===== config.mk =====
export PLATFORM = sky130hd
export DESIGN_NAME = pc_update
export DESIGN_NICKNAME = d
export VERILOG_FILES = /design/src/rtl/cpu_pkg.sv /design/src/rtl/stat_counter.sv /design/src/rtl/pc_update.sv
export SDC_FILE = /design/constraint.sdc
export NUM_CORES = 1
export LEC_CHECK = 0
export CORE_ASPECT_RATIO = 0.75
export CORE_MARGIN = 3
export CORE_UTILIZATION = 29
export CTS_CLUSTER_DIAMETER = 50
export CTS_CLUSTER_SIZE = 25
export DETAILED_ROUTE_END_ITERATION = 8
export SLEW_MARGIN = 20
export SYNTH_ARGS = -nofsm -noshare
export SYNTH_HDL_FRONTEND = slang
export SYNTH_HIERARCHICAL = 1
export SYNTH_SLANG_ARGS = --single-unit

===== constraint.sdc =====
create_clock -name Clock -period 5.4 [get_ports Clock]
set_input_delay 0.81 -clock Clock [delete_from_list [all_inputs] [get_ports Clock]]
set_output_delay 0.81 -clock Clock [all_outputs]
set_load 0.05 [all_outputs]

===== src/rtl/cpu_pkg.sv =====
// cpu_pkg: shared FSM encoding, PC step and alignment constants for the fetch path
package cpu_pkg;

    typedef enum logic {
        RUN    = 1'b0,
        HALTED = 1'b1
    } state_t;

    localparam logic [31:0] PC_STEP    = 32'd4;
    localparam logic [31:0] ALIGN_MASK = 32'hFFFF_FFFC;

    function automatic logic [31:0] jump_dest(input logic [31:0] target, input logic jalr);
        return (jalr ? (target & ~32'd1) : target) & ALIGN_MASK;
    endfunction

endpackage


===== src/rtl/stat_counter.sv =====
// stat_counter: enable-gated free-running counter that wraps modulo 2^W
module stat_counter #(
    parameter int W = 32
) (
    input  logic         Clock,
    input  logic         Reset_n,
    input  logic         en,
    output logic [W-1:0] count
);

    // clear on reset, otherwise bump by one whenever enabled
    always_ff @(posedge Clock)
        if (!Reset_n) count <= '0;
        else if (en)  count <= count + W'(1);

endmodule


===== src/rtl/pc_update.sv =====
// pc_update: program counter sequencing with halt/resume FSM and retirement statistics
module pc_update
    import cpu_pkg::*;
#(
    parameter logic [31:0] RESET_PC = 32'h0000_0000,
    parameter int          COUNT_W  = 32
) (
    input  logic               Clock,
    input  logic               Reset_n,
    input  logic               Tick,
    input  logic               Jump_Taken,
    input  logic               Jalr,
    input  logic [31:0]        Target,
    input  logic               Halt,
    input  logic               Go,
    output logic [31:0]        PC,
    output logic               Halted,
    output logic [COUNT_W-1:0] Retired_Count,
    output logic [COUNT_W-1:0] Taken_Count
);

    state_t      state, state_nxt;
    logic [31:0] pc_nxt;
    logic        retire_en, taken_en;

    // next state/PC: a halting instruction retires but never redirects or counts as taken
    always_comb begin
        state_nxt = state;
        pc_nxt    = PC;
        retire_en = 1'b0;
        taken_en  = 1'b0;
        if (Tick) begin
            if (state == RUN) begin
                retire_en = 1'b1;
                if (Halt) begin
                    state_nxt = HALTED;
                end else begin
                    taken_en = Jump_Taken;
                    pc_nxt   = Jump_Taken ? jump_dest(Target, Jalr) : PC + PC_STEP;
                end
            end else if (Go) begin
                state_nxt = RUN;
                pc_nxt    = PC + PC_STEP;
            end
        end
    end

    // state and PC registers; reset overrides everything, including Tick
    always_ff @(posedge Clock)
        if (!Reset_n) begin
            state <= RUN;
            PC    <= RESET_PC;
        end else begin
            state <= state_nxt;
            PC    <= pc_nxt;
        end

    assign Halted = (state == HALTED);

    stat_counter #(.W(COUNT_W)) u_retired (
        .Clock  (Clock),
        .Reset_n(Reset_n),
        .en     (retire_en),
        .count  (Retired_Count)
    );

    stat_counter #(.W(COUNT_W)) u_taken (
        .Clock  (Clock),
        .Reset_n(Reset_n),
        .en     (taken_en),
        .count  (Taken_Count)
    );

endmodule


==> flow_metrics.env <==
export IMPL_core_mm2=0.01708
export IMPL_cpPeakStageDelay_ns=0.59
export IMPL_dpl_instance_area_mm2=0.006507
export IMPL_combPwrFrac=0.119
export IMPL_maxSlewViolCount=0
export IMPL_r2r_slack_ns=2.28
export IMPL_crit_fanout=12
export IMPL_final_core_util=0.3979
export IMPL_dr_first_iter_drc_count=480
export IMPL_ios=136
export IMPL_start_kind="input pin"
export IMPL_synthTopCellsByCount="dfxtp_1, nor2_1, nand2_1, nand3_1, o21ai_0"
export IMPL_swShare=0.2681
export IMPL_synth_edf_count=0
export IMPL_final_nets=767
export IMPL_cts_tree="built"
export IMPL_end_kind="flop"
export IMPL_max_slew_margin=0.2940
export IMPL_yosysSeqAreaShare=0.3706
export IMPL_clk_latency_ns=0.35
export IMPL_setup_viol_count_final=0
export IMPL_placedCellCount=950
export IMPL_grt_setup_unrepaired="no"
export IMPL_arrival_ns=3.79
export IMPL_grt_remaining_overflow=0
export IMPL_cts_max_path_buffers=2
export IMPL_yosysMostFrequentCell="dfxtp_1"
export IMPL_synth_top_area_share=0.3706
export IMPL_first_global_vias=4547
export IMPL_gp_congestion=0.7942
export IMPL_max_freq_mhz=283.8
export IMPL_finalCritPeriodShare=0.6526
export IMPL_final_setup_tns_ns=0
export IMPL_synth_seq_cells=95
export IMPL_wl_mm=15.56
export IMPL_drc=0
export IMPL_drive_above_1_share=0.05068
export IMPL_grt_pass1_wl_mm=25.12
export IMPL_timing_rr_start="Halted$_SDFFE_PN0P_"
export IMPL_synth_warnings=6
export IMPL_clock_power_share=0.408
export IMPL_netlist_cell_type_count=64
export IMPL_initial_core_util=0.3004
export IMPL_p_seq_frac=0.472
export IMPL_synthTopCellsByArea="dfxtp_1, nor2_1, nand2_1"
export IMPL_p_int_mw=1.141
export IMPL_leakage_nw=2.194
export IMPL_clkTransAtPathRegs_ns=0.07
export IMPL_layout_setup_ws_ns=1.876
export IMPL_dieArea_mm2=0.01934
export IMPL_crit_slowest_cell="or4_1"
export IMPL_ir_worst_vdd_mv=0.1815
export IMPL_period_needed_ns=3.524
export IMPL_syn_inst=623
export IMPL_drv_cap=0
export IMPL_yosysTopAreaCell="dfxtp_1"
export IMPL_skew_ns=0.007874
export IMPL_tightest_slew_ns=1.059
export IMPL_design_area_mm2=0.006798
export IMPL_cts_sinks=95
export IMPL_grt_usage=0.1582
export IMPL_r2r_cells=8
export IMPL_path_cells="clkdlybuf4s50_1, nand3_1, nor2_1, buf_4, and4_1, nand4_1, or4_1, a21oi_1"
export IMPL_row_count=41
export IMPL_dr_pass1_iters=5
export IMPL_cts_buffers=9
export IMPL_num_vias=5068
export IMPL_grt_max_degree=59
export IMPL_synthFlopType="dfxtp_1"
export IMPL_post_drt_wl_per_cell_um=16.10
export IMPL_path_class="input pin to flop"
export IMPL_finalPower_mw=1.559
export IMPL_htreeDepth=3
export IMPL_switchingPower_uw=417.9
export IMPL_hp_class="flop to flop"
export IMPL_syn_area_mm2=0.005131
export IMPL_ant_nets=0
export IMPL_antenna_cells=0
export IMPL_die_h_um=121.2
export IMPL_status="complete, no violations"
export IMPL_stdcell_count=966
export IMPL_place_hpwl_mm=11.04
export IMPL_via_per_inst=5.246
export IMPL_r2r_end="u_taken/count[22]$_SDFFE_PN0P_"
export IMPL_fp_dieW_um=159.6
export IMPL_numPortBuffers=130
export IMPL_p_per_area_mw_per_mm2=229.3
export IMPL_hold_path_startpoint="u_retired/count[31]$_SDFFE_PN0P_"
export IMPL_min_to="u_retired/count[31]$_SDFFE_PN0P_"
export IMPL_cts_hold_fix_buffers=0
export IMPL_area_growth_pct=32.48
export IMPL_hold_viol=0
export IMPL_syn_area_per_cell_um2=8.236
export IMPL_holdWs_ns=0.4674
export IMPL_holdPathStages=2
export IMPL_cts_root_buffer="clkbuf_16"
export IMPL_async_flop_share=0
export IMPL_post_cts_resized=0
export IMPL_postCtsSetupBuffers=0
export IMPL_worstPathRequired_ns=5.66
export IMPL_antenna_found_initial=0
export IMPL_pre_cts_ws_ns=1.532
registers in the layout (all words and copies together) (netlist names):
| signal | cells |
|---|---|
| PC | 30 |
| u_retired/count | 32 |
| u_taken/count | 32 |
| Halted | 1 |
cell type report:
class | instances | area (um^2)
inverters | 15 | 56.30
well taps | 236 | 295.3
clock inverters | 6 | 61.31
clock buffers | 10 | 229.0
fillers | 1748 | 10280
flip-flops and latches | 95 | 1902
repair buffers | 133 | 1319
multi-input cells | 471 | 2935
placed cells by master (no fill, tap or decap), drive strengths merged, types with 3 or more instances in the layout:
master and count:
or2 3, nor4 12, clkbuf 10, or4 8, o41ai 16, nor3 10, and3 11, o31ai 9
xnor2 8, o21ai 34, nand3 39, nand2b 23, a22o 5, a21oi 24, buf 4, mux2i 8
clkdlybuf4s50 129, or3 10, o311ai 20, a22oi 11, a31oi 10, and2 4, nand4 35, clkinv 5
ha 3, dfxtp 95, nand2 57, nor2 58, xor2 19, and4 8, inv 14
logic make-up after synthesis:
group / after synthesis / share of synthesized area
AND/OR/NAND/NOR: 286 / 0.3019
AO/OA/AOI/OAI: 145 / 0.1992
flip-flops: 95 / 0.3706
buffers and inverters: 58 / 0.05852
XOR/XNOR: 27 / 0.04609
multiplexers: 8 / 0.01561
adder cells (fa/ha/maj): 3 / 0.007316
other: 1 / 0.0007308
worst max-delay path, delay by kind of cell:
family | cells | cell delay [ns]
buf+inv | 2 | 0.75
compound gates | 1 | 0.16
simple gates | 5 | 2.07
worst max path at each step:
stage	start	endpoint	slack, ns
2_1_floorplan	Go	u_taken/count[26]$_SDFFE_PN0P_	2.69
3_3_place_gp	Tick	u_taken/count[22]$_SDFFE_PN0P_	1.56
3_5_place_dp	Tick	u_taken/count[22]$_SDFFE_PN0P_	1.53
4_1_cts	Tick	u_taken/count[22]$_SDFFE_PN0P_	1.88
5_1_grt	Tick	u_taken/count[22]$_SDFFE_PN0P_	1.58
6_report	Tick	u_taken/count[22]$_SDFFE_PN0P_	1.88
metal layers:
layer / share of wire / vias up / GRT usage
met5: 0 / - / 0
met4: 0.0087 / 0 / 0.03007
met3: 0.052 / 12 / 0.03787
met2: 0.42 / 129 / 0.2324
met1: 0.51 / 2387 / 0.2356
li1: - / 2540 / -
power groups by stage:
stage          clock (mW)  sequential (mW)  combinational, mW
2_1_floorplan           0            0.790             0.0742
3_3_place_gp            0            0.752              0.185
3_5_place_dp            0            0.752              0.186
4_1_cts             0.663            0.736              0.186
5_1_grt             0.687            0.739              0.199
6_report            0.637            0.736              0.186
No activity file was read; power rests on OpenSTA's default activity.
